## src/rtl/sa_result_drain.sv

```systemverilog
// rtl/sa_result_drain.sv - captures one SA_CORE result vector and serializes its valid rows onto a stream
// Optional SA_DRAIN_STATS_EN adds vec_cnt/stall_cnt statistics counters.
module sa_result_drain #(
  parameter int ROWS = 8,
  parameter int DW   = 32,
  parameter int IDXW = ($clog2(ROWS) > 0) ? $clog2(ROWS) : 1
) (
  input  logic                 clk,
  input  logic                 rst,
  input  logic [ROWS*DW-1:0]   routport,
  input  logic [ROWS-1:0]      rvalidport,
  output logic                 outread,
  output logic [DW-1:0]        m_data,
  output logic [IDXW-1:0]      m_idx,
  output logic                 m_valid,
  input  logic                 m_ready,
  output logic                 m_last,
  output logic                 busy
`ifdef SA_DRAIN_STATS_EN
  ,
  output logic [15:0]          vec_cnt,
  output logic [15:0]          stall_cnt
`endif
);

  typedef enum logic {S_IDLE, S_DRAIN} state_t;

  state_t            r_state;
  state_t            w_next;
  logic [DW-1:0]     r_data [ROWS];
  logic [ROWS-1:0]   r_mask;
  logic              r_outread;
  logic [IDXW-1:0]   w_idx;
  logic [ROWS-1:0]   w_onehot;
  logic              w_valid;
  logic              w_last;
  logic              w_hs;
  logic              w_capture;

  // Lowest set mask bit is the row currently presented.
  always_comb begin
    w_idx = '0;
    for (int i = ROWS - 1; i >= 0; i--) begin
      if (r_mask[i]) w_idx = IDXW'(i);
    end
  end

  assign w_onehot  = ROWS'(1) << w_idx;
  assign w_valid   = (r_state == S_DRAIN);
  assign w_last    = w_valid && ((r_mask & ~w_onehot) == '0);
  assign w_hs      = w_valid && m_ready;
  assign w_capture = (r_state == S_IDLE) && (|rvalidport);

  always_comb begin
    w_next = r_state;
    case (r_state)
      S_IDLE:  if (w_capture) w_next = S_DRAIN;
      S_DRAIN: if (w_hs && w_last) w_next = S_IDLE;
      default: w_next = S_IDLE;
    endcase
  end

  always_ff @(posedge clk) begin
    if (rst) begin
      r_state   <= S_IDLE;
      r_mask    <= '0;
      r_outread <= 1'b0;
      for (int i = 0; i < ROWS; i++) r_data[i] <= '0;
    end else begin
      r_state   <= w_next;
      r_outread <= w_capture;
      if (w_capture) begin
        r_mask <= rvalidport;
        for (int i = 0; i < ROWS; i++) r_data[i] <= routport[i*DW +: DW];
      end else if (w_hs) begin
        r_mask <= r_mask & ~w_onehot;
      end
    end
  end

  // Outputs are forced to zero in IDLE so stale captured words never leak onto the stream.
  assign outread = r_outread;
  assign m_valid = w_valid;
  assign m_idx   = w_valid ? w_idx : '0;
  assign m_data  = w_valid ? r_data[w_idx] : '0;
  assign m_last  = w_last;
  assign busy    = (r_state != S_IDLE);

`ifdef SA_DRAIN_STATS_EN
  logic [15:0] r_vec_cnt;
  logic [15:0] r_stall_cnt;

  always_ff @(posedge clk) begin
    if (rst) begin
      r_vec_cnt   <= '0;
      r_stall_cnt <= '0;
    end else begin
      if (w_hs && w_last)        r_vec_cnt   <= r_vec_cnt + 16'd1;
      if (w_valid && !m_ready)   r_stall_cnt <= r_stall_cnt + 16'd1;
    end
  end

  assign vec_cnt   = r_vec_cnt;
  assign stall_cnt = r_stall_cnt;
`endif

endmodule
```

## config.mk

```make
export PLATFORM = sky130hd
export DESIGN_NAME = sa_result_drain
export DESIGN_NICKNAME = d
export VERILOG_FILES = /design/src/rtl/sa_result_drain.sv
export SDC_FILE = /design/constraint.sdc
export NUM_CORES = 1
export LEC_CHECK = 0
export ABC_AREA = 1
export CAP_MARGIN = 30
export CORE_MARGIN = 1
export CORE_UTILIZATION = 31
export DETAILED_ROUTE_END_ITERATION = 16
export SYNTH_ARGS = -nofsm -noshare
export SYNTH_HDL_FRONTEND = slang
export SYNTH_SLANG_ARGS = --single-unit
```

## constraint.sdc

```tcl
create_clock -name clk -period 22.7 [get_ports clk]
set_input_delay 4.54 -clock clk [delete_from_list [all_inputs] [get_ports clk]]
set_output_delay 4.54 -clock clk [all_outputs]
set_load 0.02 [all_outputs]
```

==> results.tsv, run 1 <==
metric	value	unit
floorplan.rows	75	
antenna_found_initial	4	
worstSkewPairLatency	560	ps
worstSetupPathType	reg -> out	
finalWorstSetupSlack	14290	ps
hpwlAfterDp	28600	um
synthesis.instances	1546	
synth_top_cells_by_area	edfxtp_1 (58%), inv_1 (13%), nor2_1 (8.5%), nand2_1 (7.1%), o21ai_0 (1.9%)	
floorplan.die_area	43500	sq um
postRouteWirelength	40500	um
cts_buffer_depth	3	
endpoint_kind	output port	
grt_pass1_vias	10700	
crit_path_start_kind	register	
synth_seq_area_share	59.6	%
cts_htree_levels	1	
cts_root_buffer	clkbuf_16	
viasPerCell	4.37	
run_status	completed	
grt-ovfl-total	0	
worst-slew-pin-transition	1060	ps
die_height	209	um
cts_resized	0	
synth_largest_area_cell	edfxtp_1	
place_ws	14860	ps
detailedRoute.firstIterationViolations	626	
ys_seq_elements	266	
layout.cells.non_filler	2395	
port_buffers	305	
floorplan.core_area	42000	sq um
total_leakage_power	0.00841	uW
maxClockFrequency	119	MHz
setup_repair_after_global_routing_missed_its_margin	false	
final_cell_mix	inv_1 (453), clkdlybuf4s50_1 (304), nor2_1 (299)	
ys_warn_count	0	
cts-hold-fix-buffers	0	
hold_violations	0	
die_width	209	um
critPathArrivalTime	3870	ps
final_core_util	42.5	%
grt_first_pass_wirelength	60800	um
powerDensity	80.9	nW/um^2
globalplace.congestion	0.913	
synth.net_count	1813	
drtPass1Iterations	5	
final-setup-viol-count	0	
final_nets	2098	
drc_violation_count_after_routing	0	
detailroute.via_count	10500	
synthesis.area	13200	sq um
tritoncts.num_buffers	31	
floorplan.initialDensity	31.5	%
worst_path_clk_slew	60	ps
cts_post_setup_buffers_inserted	0	
final.min_clock_period	8410	ps
grt_max_degree	182	
commonest_non_fill_non_tap_cell_in_the_layout	inv_1	
final_layout_size_suffix_gt1_share	4.69	%
final_antenna_net_count	0	
maxSlewViolCount	0	
tritoncts_clock_tree	done	
hold_class	reg -> reg	
placedCellCount	2337	
synth.avg_cell_area	8.56	sq um
worstPathRequired	18160	ps
nFillCells	4181	
synth_cell_type_count	30	
setup-tns-final	0	ps
fin_worst_skew	14.0	ps
cap_violations	0	
grt_use_total	18.5	%
vdd.ir_drop.worst	0.0562	mV
clock-sinks	266	
synth_top_cell_area_share	58.1	%
crit_path_max_fanout	42	
io_pins	306	
total_chip_power	1450	uW
slew_headroom	29.1	%
final_min_period_over_clock_period	37.0	%
wire_length_per_cell	16.9	um
areaGrowthSynthToFinish	34.9	%
through the flow:
stage | area, sq um | hold WS (ps)
after global placement | 16700 | 526
after detailed placement | 16800 | 519
after CTS | 17900 | 528
after global routing | 17900 | 574
after floorplan | 13200 | 476
final | 17900 | 533
layer usage:
layer | up-vias | wire length (um) | GRT usage [%]
met2 | 353 | 19700 | 32.7
li1 | 5206 | - | -
met4 | 6 | 1740 | 7.66
met1 | 4836 | 16600 | 22.6
met3 | 77 | 2330 | 2.80
met5 | - | 47 | 0
sequential cells by signal, summed over array words and instances, names as in the netlist:
name     count
r_data     256
r_mask       8
busy         1
outread      1
worst max-delay path: stages, from the launching register on:
cell             delay, ps
dfxtp_1                400
nand2_1                 80
nand2_1                 50
nand2_1                 40
nand2_1                 80
nand2_2                300
nand2_2                510
buf_4                  520
o21ai_0                140
nor2_1                 220
nand3_1                110
nand2_1                 70
nand2_1                 80
inv_1                   70
clkdlybuf4s50_1        600
cell families (layout without fill, tap and decap cells):
logic type | count (synthesis) | count (layout) | share of synthesized area, %
other cells | 0 | 1 | 0
buf+inv | 524 | 833 | 15.6
simple gates | 654 | 654 | 20.5
flops | 266 | 266 | 59.6
compound gates | 102 | 102 | 4.25
cells in the mapped netlist, drive strengths merged:
cell type and number:
dfxtp 10, o2111ai 1, o21ai 57, nand4 9, o211ai 14, or2 12, buf 47, nor4 2
a31oi 2, nand2 257, nor2 305, nand3 30, nor3 17, inv 460, clkbuf 17, edfxtp 256
nand3b 22, a21oi 28
report_power, final:
part           internal (uW)  switching (uW)  leakage (uW)
Sequential               583            13.0       0.00290
Clock                    317             205      0.000513
Combinational            131             198       0.00500
Total                   1030             415       0.00841
worst paths after layout:
check	slack [ps]	end	cells after the start	from
min reg2reg	530	r_mask[0]	2	r_mask[0]
max	14290	m_data[18]	14	r_mask[7]
min	530	r_mask[0]	2	r_mask[0]
max reg2reg	19170	r_data[4][2]	7	busy
layout make-up:
class | count | area (sq um) | share of cell area [%]
repair buffers | 316 | 3220 | 18.0
well taps | 539 | 674 | 3.78
clock buffers | 33 | 783 | 4.38
inverters | 460 | 1730 | 9.69
diodes | 1 | 2.50 | 0.0140
multi-input cells | 756 | 3290 | 18.4
flip-flops and latches | 266 | 7890 | 44.2
clock inverters | 24 | 280 | 1.57
Power figures use the tool's default switching activity.
==> inputs of run 2 (changes only) <==
==> constraint.sdc (replaced) <==
create_clock -name clk -period 7.3 [get_ports clk]
set_input_delay 1.46 -clock clk [delete_from_list [all_inputs] [get_ports clk]]
set_output_delay 1.46 -clock clk [all_outputs]
set_load 0.02 [all_outputs]
==> run 2 against run 1 <==
Compared with the run above: combinational power rose to 3.2 times the previous value; clock skew grew 3.5 ps; die area is the same; utilization down 0.17 points; flip-flop and latch count is the same; wire length down 0.77%; first-iteration DRC count is 30% higher; sequential share of layout area is 0.18 points higher; non-clock buffer count up 2; critical path depth is the same; register-to-register slack worse by 15000 ps; total power rose to 3.0 times the previous value; critical path type unchanged; critical endpoint is now m_data[23]; largest cell class unchanged; highest routed layer unchanged.
==> results.tsv, run 2 (synthesis gave the netlist of run 1 again) <==
metric	value	unit
hpwlAfterDp	28600	um
grt-ovfl-total	0	
postRouteWirelength	40200	um
timing.critical_path.mode_cell	nand2_1	
final_nets	2099	
viasPerCell	4.39	
powerDensity	247	nW/um^2
worst_path_clk_slew	60	ps
grt_first_pass_wirelength	60100	um
tritoncts_clock_tree	done	
cts-hold-fix-buffers	0	
final_layout_size_suffix_gt1_share	4.74	%
io_pins	306	
worstSetupPathType	reg -> out	
slew_headroom	36.3	%
globalplace.congestion	0.900	
total_leakage_power	0.00839	uW
tritoncts.num_buffers	30	
critical_path.top_delay_family	simple AND/OR/NAND/NOR gates	
largest_registers_in_the_final_layout	r_data x256, r_mask x8	
die_height	209	um
grt_use_total	18.1	%
maxClockFrequency	179	MHz
floorplan.die_area	43500	sq um
detailedRoute.firstIterationViolations	811	
hold_class	reg -> reg	
worstPathRequired	5840	ps
floorplan.initialDensity	31.5	%
die_width	209	um
largest_register	r_data	
cts_htree_levels	1	
drc_violation_count_after_routing	0	
total_chip_power	4400	uW
place_ws	2270	ps
floorplan.rows	75	
fin_worst_skew	17.4	ps
grt_max_degree	108	
final_min_period_over_clock_period	76.4	%
endpoint_kind	output port	
final-setup-viol-count	0	
timing.critical_path.buf_inv	3	
cts_root_buffer	clkbuf_16	
final_cell_mix	inv_1 (453), clkdlybuf4s50_1 (304), nor2_1 (299)	
detailroute.via_count	10500	
finalWorstSetupSlack	1730	ps
worst-slew-pin-transition	954	ps
final.min_clock_period	5570	ps
worstSkewPairLatency	560	ps
reg2reg_slack	3880	ps
crit_path_max_fanout	36	
commonest_non_fill_non_tap_cell_in_the_layout	inv_1	
critical_path.slowest_cell	nand2_2	
areaGrowthSynthToFinish	34.4	%
vdd.ir_drop.worst	0.146	mV
grt_pass1_vias	10500	
critPathArrivalTime	4110	ps
crit_path_start_kind	register	
port_buffers	305	
largest_register_ff_count	256	
setup-tns-final	0	ps
placedCellCount	2339	
clock-sinks	266	
hold_violations	0	
wire_length_per_cell	16.8	um
cp_cell_sequence	nand2_1 -> nand2_1 -> nand2_1 -> nand2_1 -> nand2_2 -> nand2_2 -> buf_4 -> o21ai_0 -> nor2_1 -> nand3_1 -> nand2_1 -> nand2_1 -> inv_1 -> clkdlybuf4s50_1	
antenna_found_initial	5	
maxSlewViolCount	0	
drtPass1Iterations	5	
run_status	completed	
cts_resized	0	
setup_repair_after_global_routing_missed_its_margin	false	
crit_path_max_incr_delay	830	ps
cts_buffer_depth	3	
cts_post_setup_buffers_inserted	0	
floorplan.core_area	42000	sq um
cap_violations	0	
layout.cells.non_filler	2396	
final_antenna_net_count	0	
[run 2: cell types whose count changed in the layout (fill, tap and decap cells not counted), sizes merged]
cell and change:
clkinv +6, clkinvlp -3, buf +2, bufinv -2
inv -2
[run 2: worst paths after layout]
path | startpoint | endpoint | cells past startpoint
worst max-delay path | r_mask[7] | m_data[23] | 14
worst min-delay path | r_mask[0] | r_mask[0] | 2
worst max register to register | busy | r_data[4][30] | 6
worst min register to register | r_mask[0] | r_mask[0] | 2
[run 2: area by class of cell]
cell class	instances	area, sq um
diodes	1	2.50
clock buffers	33	762
clock inverters	23	226
fillers	4166	24200
inverters	460	1730
multi-input cells	756	3300
flip-flops and latches	266	7890
well taps	539	674
repair buffers	318	3210
[run 2: tightest hold or removal path: stages (launching register included)]
cell     delay [ps]
dfxtp_1         340
nand2_1          70
a21oi_1          50
[run 2: report_power, final]
group | leakage [uW] | switching (uW) | total (uW) | internal, uW
logic | 0.00500 | 629 | 1040 | 407
registers | 0.00290 | 36.3 | 1850 | 1810
clock network | 0.000493 | 621 | 1510 | 893
[run 2: through the flow]
stage	hold WS [ps]	util (%)	cell area (sq um)
6_report	504	42.3	17800
5_1_grt	540	42.3	17800
4_1_cts	511	42.3	17800
3_5_place_dp	503	40.0	16800
3_3_place_gp	499	39.8	16700
2_1_floorplan	476	-	13200
[run 2: per-layer routing]
| layer | vias to the layer above | part of all wire, % | track usage [%] |
|---|---|---|---|
| met5 | - | 0.080 | 0 |
| met4 | 4 | 2.7 | 4.89 |
| met3 | 62 | 6.8 | 3.26 |
| met2 | 380 | 47 | 30.8 |
| met1 | 4871 | 44 | 23.8 |
| li1 | 5202 | - | - |
==> inputs of run 3 (changes only) <==
==> constraint.sdc (replaced) <==
create_clock -name clk -period 5.2 [get_ports clk]
set_input_delay 1.04 -clock clk [delete_from_list [all_inputs] [get_ports clk]]
set_output_delay 1.04 -clock clk [all_outputs]
set_load 0.02 [all_outputs]
==> run 3 against run 2 <==
Compared with the run above: first-iteration DRC count shrank 18%; largest cell class unchanged; sequential share of layout area hardly changed; utilization about the same; critical path type unchanged; worst hold slack gained 8.4 ps.
==> results.tsv, run 3 (synthesis gave the netlist of run 1 again) <==
metric	value	unit
worst_path_clk_slew	60	ps
hpwlAfterDp	28800	um
port_buffers	305	
die_width	209	um
critPathArrivalTime	3860	ps
tritoncts_clock_tree	done	
crit_path_start_kind	register	
antenna_found_initial	3	
finalWorstSetupSlack	304	ps
final-setup-viol-count	0	
vdd.ir_drop.worst	0.288	mV
final_antenna_net_count	0	
floorplan.rows	75	
cap_violations	0	
maxClockFrequency	204	MHz
setup-tns-final	0	ps
fin_worst_skew	11.9	ps
worstPathRequired	4160	ps
cts_post_setup_buffers_inserted	0	
cts_htree_levels	1	
cts_root_buffer	clkbuf_16	
largest_register	r_data	
wire_length_per_cell	16.5	um
run_status	completed	
crit_path_max_fanout	32	
slew_headroom	46.1	%
clock-sinks	266	
hold_class	reg -> reg	
drc_violation_count_after_routing	0	
hold_violations	0	
commonest_non_fill_non_tap_cell_in_the_layout	inv_1	
grt_first_pass_wirelength	59800	um
final_min_period_over_clock_period	94.1	%
largest_register_ff_count	256	
grt-ovfl-total	0	
detailedRoute.firstIterationViolations	661	
grt_use_total	18.1	%
cts_resized	0	
setup_repair_after_global_routing_missed_its_margin	false	
areaGrowthSynthToFinish	34.3	%
worstSetupPathType	reg -> out	
viasPerCell	4.38	
nFillCells	4193	
globalplace.congestion	0.841	
total_leakage_power	0.00839	uW
powerDensity	341	nW/um^2
io_pins	306	
total_chip_power	6070	uW
worst-slew-pin-transition	806	ps
largest_registers_in_the_final_layout	r_data x256, r_mask x8	
cts_buffer_depth	3	
floorplan.initialDensity	31.5	%
final.min_clock_period	4900	ps
worstSkewPairLatency	570	ps
final_layout_size_suffix_gt1_share	4.90	%
detailroute.via_count	10500	
final_cell_mix	inv_1 (453), clkdlybuf4s50_1 (304), nor2_1 (299)	
maxSlewViolCount	0	
grt_pass1_vias	10600	
endpoint_kind	output port	
floorplan.die_area	43500	sq um
tritoncts.num_buffers	31	
cts-hold-fix-buffers	0	
final_nets	2107	
postRouteWirelength	39700	um
floorplan.core_area	42000	sq um
die_height	209	um
grt_max_degree	95	
drtPass1Iterations	5	
place_ws	885	ps
[run 3: cell count changes in the layout (fill, tap and decap cells not counted)]
cell,change
buf_12,+1
clkbuf_1,+3
buf_16,-1
buf_4,+7
clkinv_8,-1
bufinv_16,-2
clkbuf_16,+1
diode_2,+1
clkinvlp_4,+1
clkinv_1,-3
inv_6,+1
clkinv_2,-2
clkinv_4,-2
[run 3: worst paths after layout]
| path | from | to | slack (ps) | cells after the start |
|---|---|---|---|---|
| max | r_mask[7] | m_data[16] | 300 | 14 |
| min | r_mask[0] | r_mask[0] | 510 | 2 |
| max reg2reg | busy | r_data[1][16] | 2990 | 5 |
| min reg2reg | r_mask[0] | r_mask[0] | 510 | 2 |
[run 3: stage by stage]
stage | hold WS (ps) | util (%) | cells | instance area (sq um)
final | 513 | 42.3 | 2400 | 17800
after global routing | 539 | 42.3 | 2398 | 17800
after CTS | 510 | 42.3 | 2398 | 17800
after detailed placement | 500 | 40.1 | 2346 | 16800
after global placement | 499 | 40.0 | 2345 | 16800
after floorplan | 476 | - | 1546 | 13200
[run 3: layout make-up]
class | instances | area, sq um | share of cell area, %
antenna | 2 | 5.00 | 0.0282
clock buffer | 37 | 798 | 4.49
clock inverter | 15 | 128 | 0.718
inverter | 460 | 1730 | 9.74
multi-input combinational | 756 | 3300 | 18.5
sequential | 266 | 7890 | 44.4
tap | 539 | 674 | 3.79
timing repair buffer | 325 | 3260 | 18.3
[run 3: critical path, cell delays in order (launching register included)]
cell and delay, ps:
dfxtp_1 340, inv_1 60, nand2_1 60, nand2_1 130, nand2_1 80, nand2_2 450
nand2_4 270, inv_2 640, buf_4 320, nand2_1 80, nand3_1 70, nand2_1 50
nand2_1 120, inv_1 50, clkdlybuf4s50_1 530
[run 3: per-layer routing]
metal / up-vias / part of all wire, % / global-route usage (%)
met5: - / 0.040 / 0
met4: 2 / 2.7 / 5.05
met3: 59 / 7.8 / 4.16
met2: 386 / 48 / 31.5
met1: 4865 / 41 / 22.4
li1: 5204 / - / -
[run 3: power breakdown]
group	internal (uW)	leakage, uW	switching (uW)	total [uW]
sequential	2540	0.00290	47.6	2590
clock	1180	0.000458	852	2030
combinational	577	0.00503	872	1450
